[src/rtl/scale_row_scheduler.sv]
// Row scheduler for a vertical scaler: maps each requested destination row to
// a source row, fetches it through the line loader, and notifies the
// calculator once the row is resident. Tracks rows per frame and fetch timeouts.
module scale_row_scheduler #(
  parameter int unsigned SRC_ROWS  = 720,
  parameter int unsigned FLOAT_LEN = 11,
  parameter int unsigned TIMEOUT   = 4095
) (
  input  logic        clk,
  input  logic        rstn,
  input  logic        frame_start,
  input  logic [14:0] y_scale,
  input  logic [12:0] target_v_num,
  input  logic        row_req,
  input  logic [10:0] dst_row,
  output logic        rd_req,
  output logic [10:0] rd_row,
  input  logic        rd_ack,
  input  logic        rd_done,
  output logic        tran_done,
  output logic        frame_done,
  output logic        busy,
  output logic        err
);

  localparam int unsigned ROW_W  = 11;
  localparam int unsigned CNT_W  = 13;
  localparam int unsigned PROD_W = 26;
  localparam int unsigned TMO_W  = $clog2(TIMEOUT + 1);

  localparam logic [2:0] S_IDLE      = 3'd0;
  localparam logic [2:0] S_ARM       = 3'd1;
  localparam logic [2:0] S_CALC      = 3'd2;
  localparam logic [2:0] S_REQ       = 3'd3;
  localparam logic [2:0] S_WAIT_DONE = 3'd4;
  localparam logic [2:0] S_NOTIFY    = 3'd5;
  localparam logic [2:0] S_FRAME_END = 3'd6;

  logic [2:0]        state_q, state_n;
  logic [CNT_W-1:0]  rows_q, rows_n;
  logic [TMO_W-1:0]  tcnt_q, tcnt_n;
  logic              rearm_q, rearm_n;
  logic [ROW_W-1:0]  dst_q, dst_n;
  logic              rd_req_n, tran_done_n, frame_done_n, busy_n, err_n;
  logic [ROW_W-1:0]  rd_row_n;

  logic [ROW_W-1:0]  dst_m1;
  logic [PROD_W-1:0] prod;
  logic [PROD_W-1:0] src_idx;
  logic [ROW_W-1:0]  src_row;
  logic [CNT_W-1:0]  rows_inc;
  logic [CNT_W-1:0]  target;
  logic [TMO_W-1:0]  tcnt_inc;

  // Source-row mapping, saturating row count and timeout increment
  always_comb begin
    dst_m1   = (dst_q == '0) ? '0 : dst_q - ROW_W'(1);
    prod     = PROD_W'(dst_m1) * PROD_W'(y_scale);
    src_idx  = prod >> FLOAT_LEN;
    src_row  = (src_idx > PROD_W'(SRC_ROWS - 1)) ? ROW_W'(SRC_ROWS - 1) : ROW_W'(src_idx);
    rows_inc = (rows_q == '1) ? rows_q : rows_q + CNT_W'(1);
    target   = (target_v_num == '0) ? CNT_W'(1) : target_v_num;
    tcnt_inc = tcnt_q + TMO_W'(1);
  end

  // Next-state and next-output logic
  always_comb begin
    state_n  = state_q;
    rows_n   = rows_q;
    tcnt_n   = tcnt_q;
    rearm_n  = rearm_q;
    dst_n    = dst_q;
    rd_row_n = rd_row;
    err_n    = err;

    if (frame_start && (state_q != S_IDLE)) begin
      state_n = S_ARM;
      rows_n  = '0;
      tcnt_n  = '0;
      rearm_n = 1'b1;
    end else begin
      case (state_q)
        S_IDLE: begin
          if (frame_start) begin
            state_n = S_ARM;
            rows_n  = '0;
            tcnt_n  = '0;
            rearm_n = 1'b1;
          end
        end
        S_ARM: begin
          if (row_req && rearm_q) begin
            dst_n   = dst_row;
            rearm_n = 1'b0;
            state_n = S_CALC;
          end else if (!row_req) begin
            rearm_n = 1'b1;
          end
        end
        S_CALC: begin
          rd_row_n = src_row;
          state_n  = S_REQ;
        end
        S_REQ: begin
          if (rd_ack) state_n = rd_done ? S_NOTIFY : S_WAIT_DONE;
        end
        S_WAIT_DONE: begin
          if (rd_done) begin
            state_n = S_NOTIFY;
          end else begin
            tcnt_n = tcnt_inc;
            if (tcnt_inc == TMO_W'(TIMEOUT)) begin
              err_n   = 1'b1;
              state_n = S_IDLE;
            end
          end
        end
        S_NOTIFY: begin
          rows_n  = rows_inc;
          tcnt_n  = '0;
          state_n = (rows_inc == target) ? S_FRAME_END : S_ARM;
        end
        S_FRAME_END: state_n = S_IDLE;
        default:     state_n = S_IDLE;
      endcase
    end

    rd_req_n     = (state_n == S_REQ);
    tran_done_n  = (state_n == S_NOTIFY);
    frame_done_n = (state_n == S_FRAME_END);
    busy_n       = (state_n != S_IDLE);
  end

  // State and registered outputs, synchronous active-low reset
  always_ff @(posedge clk) begin
    if (!rstn) begin
      state_q    <= S_IDLE;
      rows_q     <= '0;
      tcnt_q     <= '0;
      rearm_q    <= 1'b0;
      dst_q      <= '0;
      rd_req     <= 1'b0;
      rd_row     <= '0;
      tran_done  <= 1'b0;
      frame_done <= 1'b0;
      busy       <= 1'b0;
      err        <= 1'b0;
    end else begin
      state_q    <= state_n;
      rows_q     <= rows_n;
      tcnt_q     <= tcnt_n;
      rearm_q    <= rearm_n;
      dst_q      <= dst_n;
      rd_req     <= rd_req_n;
      rd_row     <= rd_row_n;
      tran_done  <= tran_done_n;
      frame_done <= frame_done_n;
      busy       <= busy_n;
      err        <= err_n;
    end
  end

endmodule

[config.mk]
export PLATFORM = sky130hd
export DESIGN_NAME = scale_row_scheduler
export DESIGN_NICKNAME = d
export VERILOG_FILES = /design/src/rtl/scale_row_scheduler.sv
export SDC_FILE = /design/constraint.sdc
export NUM_CORES = 1
export LEC_CHECK = 0
export CORE_ASPECT_RATIO = 1.4
export CORE_UTILIZATION = 30
export DETAILED_ROUTE_END_ITERATION = 8
export HOLD_SLACK_MARGIN = 0.08
export PLACE_DENSITY = 0.47
export SETUP_SLACK_MARGIN = 0.2
export SKIP_LAST_GASP = 1
export SLEW_MARGIN = 20
export SYNTH_ARGS = -nofsm -noshare
export SYNTH_HDL_FRONTEND = slang
export SYNTH_SLANG_ARGS = --single-unit
[constraint.sdc]
create_clock -name clk -period 8.95 [get_ports clk]
set_input_delay 1.79 -clock clk [delete_from_list [all_inputs] [get_ports clk]]
set_output_delay 1.79 -clock clk [all_outputs]
set_load 0.02 [all_outputs]
==> results of run 1 <==
-- stage by stage --
stage / setup WS [ns] / utilization [%] / hold WS [ns]
after detailed placement: 0.844 / 33.7 / 0.475
after CTS: 1.13 / 34.3 / 0.489
after global placement: 0.903 / 33.7 / 0.466
after floorplan: 1.84 / - / 0.448
final: 1.12 / 34.3 / 0.489
after global routing: 0.708 / 34.3 / 0.530
-- worst max-delay path, cell delays in order --
cell,delay [ns]
clkdlybuf4s50_1,0.80
nand2_1,0.15
fa_1,0.56
inv_1,0.05
fa_1,0.50
inv_1,0.05
fa_1,0.48
inv_1,0.06
fa_1,0.55
inv_1,0.06
fa_1,0.53
inv_1,0.04
ha_1,0.38
a21oi_1,0.48
o21ai_0,0.20
a211oi_1,0.27
o21ai_0,0.14
a31oi_1,0.19
xor2_1,0.17
o311a_1,0.20
and4_4,0.27
a21oi_1,0.07
-- worst max path at each step --
stage,to,slack (ns),cells after the start
2_1_floorplan,rd_row[7]$_SDFFE_PN0P_,1.84,22
3_3_place_gp,rd_row[7]$_SDFFE_PN0P_,0.90,22
3_5_place_dp,rd_row[2]$_SDFFE_PN0P_,0.84,22
4_1_cts,rd_row[7]$_SDFFE_PN0P_,1.13,22
5_1_grt,rd_row[7]$_SDFFE_PN0P_,0.71,22
6_report,rd_row[7]$_SDFFE_PN0P_,1.12,22
-- cell families (layout without fill, tap and decap cells) --
family | count (synthesis) | after routing | synth area share, %
and+or+nand+nor | 404 | 404 | 23.6
buffers and inverters | 216 | 243 | 9.37
adders and majority gates | 181 | 181 | 35.3
AOI/OAI and AO/OA | 180 | 180 | 13.6
DFF | 56 | 56 | 12.7
xor gates and xnor gates | 37 | 37 | 3.66
muxes | 15 | 15 | 1.72
-- per-layer routing --
layer | global-route usage [%] | routed length, um | vias up
met3 | 1.80 | 785 | 27
li1 | - | - | 3607
met2 | 31.0 | 12300 | 121
met1 | 20.4 | 10100 | 3631
met4 | 4.23 | 487 | 0
met5 | 0 | 0 | -
-- report_power, final --
group | internal [mW] | switching (mW) | total, mW
Clock | 0.104 | 0.0967 | 0.201
Combinational | 0.363 | 0.580 | 0.943
Sequential | 0.252 | 0.00357 | 0.256
Total | 0.720 | 0.681 | 1.40
-- area by class of cell --
cell class              instances  area [sq um]
fillers                      3130         19100
multi-input cells             817          6920
flip-flops and latches         56          1120
repair buffers                 72           691
inverters                     163           612
well taps                     380           475
clock buffers                   5           125
clock inverters                 3          23.8
-- sequential cells by signal (all words and copies together) (netlist names) --
signal      flops
rd_req          1
dst_q          11
rearm_q         1
busy            1
tcnt_q         12
err             1
frame_done      1
tran_done       1
rd_row         11
state_q         3
rows_q         13
-- placed cells by master, fill, tap and decap left out, types with 18 or more instances in the layout --
master	n
and2_1	83
nand3_1	23
a21oi_1	59
xnor2_1	24
nand2_1	130
dfxtp_1	56
nor2b_1	18
fa_1	115
ha_1	66
inv_1	163
clkdlybuf4s50_1	60
nor2_1	64
o21ai_0	36
==> impl_summary.txt, run 1 <==
----------------------------------------------------
[Yosys]
  Dominant cell type by area after synthesis ... fa_1
  Number of standard cells after synthesis ... 1089
  Synthesized netlist net count ... 1315
  Yosys warnings ... 0
  Synthesized area per cell ... 8.13 sq um
  Portion of the post-synthesis area used by sequential elements ... 12.7%
  Yosys cell types ... 74
  Fraction of registers with async set or reset after synthesis ... 0%
  Number of flops mapped to enable cells by yosys ... 0
  Top-area cell type share of the netlist area ... 26.0%
  List of most frequent post-synthesis cells ... inv_1, nand2_1, fa_1
  Most frequently used cell type in the post-synthesis netlist ... inv_1
  Register bit count reported by yosys ... 56
  Leading register cell type out of synthesis ... dfxtp_1
  Post-synthesis instance area ... 8860 sq um
  Top cells by area in the synthesized netlist ... fa_1, dfxtp_1, ha_1

[Clocking]
  Number of buffers inserted by post-CTS setup repair ... 0
  Deepest clock path buffer count ... 2
  H-Tree Depth ... 2
  Number of clock buffers inserted by TritonCTS ... 5
  CTS sink count ... 56
  Post_cts resized ... 0
  Post-cts hold buffer count ... 0
  Root cell of the clock tree ... clkbuf_16
  Clock latency at the later pin of the worst-skew pair ... 0.30 ns
  Clock-pin slew on the worst setup and hold paths ... 0.07 ns
  Clock tree from TritonCTS ... yes

[GRT]
  GRT Total Usage ... 16.7%
  Vias in the first global route ... 7753
  Global-route congestion overflow total ... 0
  Largest net degree at the start of global routing ... 32
  Global-route wire length before repair ... 40500 um
  Antenna violations before repair ... 0

[Timing]
  Total of endpoints with negative setup slack in the final report ... 0
  Period utilization ... 87.5%
  Number of hold violations in the final report ... 0
  Max Transition Viols Final ... 0
  TNS Setup ... 0 ns
  RSZ-0062 raised after global routing ... false
  Slew margin rel. ... 34.8%
  Final Critical Period ... 7.83 ns
  Fmax ... 128 MHz
  Final setup skew ... 0.0107 ns
  Slew at the pin with the worst max-slew slack ... 0.970 ns

[Placed design]
  Instance area at placement ... 9810 sq um
  GPL Wtd Cong ... 0.845
  Post-detailed-placement half-perimeter wirelength ... 19200 um
  Number of input and output port buffers inserted ... 60
  Dpl cells ... 1488

[Worst setup path]
  Launching point of the worst reg2reg path ... dst_q[2]$_SDFFE_PN0P_
  CP Capture Type ... register
  Reg-to-reg setup timing slack ... 1.77 ns
  Crit Path Max Fanout ... 11
  Number of cells on the worst reg-to-reg path ... 24
  Data arrival, critical path ... 8.01 ns
  Data required time at the worst endpoint ... 9.12 ns
  Startpoint type of the worst setup path ... input pin
  Worst reg2reg endpoint ... rd_row[7]$_SDFFE_PN0P_
  Launch point of the worst path ... y_scale[12]
  Type of the worst setup path ... input pin to register

[Floorplan]
  Die Span X ... 147 um
  Floorplan die height ... 205 um
  Initial core utilization ... 30.5%
  Top-level I/O count ... 61
  Number of standard-cell rows in the floorplan ... 74
  Core area ... 29100 sq um
  Die Outline Area ... 30200 sq um

[Worst hold path]
  Worst Hold Endpoint ... tcnt_q[11]$_SDFFE_PP0P_
  Worst Hold Depth ... 1
  Critical hold path startpoint ... tcnt_q[11]$_SDFFE_PP0P_
  Class of the most critical hold timing path ... register to register

[Final layout]
  Number of non-filler instances in the completed layout ... 1496
  Design Area, Final ... 9960 sq um
  Antenna Diode Count ... 0
  Nets ... 1341
  Area growth, synth to finish ... 12.5%
  Proportion of layout cells with a drive suffix above 1 ... 4.21%

[Power]
  Largest voltage drop on the vdd net ... 0.0000891 V
  Power per unit of standard cell area ... 141 nW/um^2
  Leakage component of the power ... 4.33 nW
  Pwr Total ... 1.40 mW

[Drt]
  Total DRC errors in the routed layout ... 0
  Starting DRC count in detailed routing ... 287
  Total vias in the final route ... 7386
  Detail Route Antenna Nets ... 0
  Number of iterations in the first detailed-routing pass ... 5
  Routed wire length per instance ... 15.9 um
  Overall routed net length ... 23700 um
  Drt via density ... 4.94

[Job]
  Max-capacitance violation count ... 0

[Outcome]
  Outcome ... complete, no violations

----------------------------------------------------
(Power assumes the default switching activity.)
==> inputs of run 2 (changes only) <==
--- a/config.mk
+++ b/config.mk
@@ -8,6 +8,7 @@
 export CORE_ASPECT_RATIO = 1.4
 export CORE_UTILIZATION = 30
 export DETAILED_ROUTE_END_ITERATION = 8
+export GPL_ROUTABILITY_DRIVEN = 0
 export HOLD_SLACK_MARGIN = 0.08
 export PLACE_DENSITY = 0.47
 export SETUP_SLACK_MARGIN = 0.2
==> results of run 2 <==
Same layout as run 1: the final DEF is identical, and so are final timing and power.
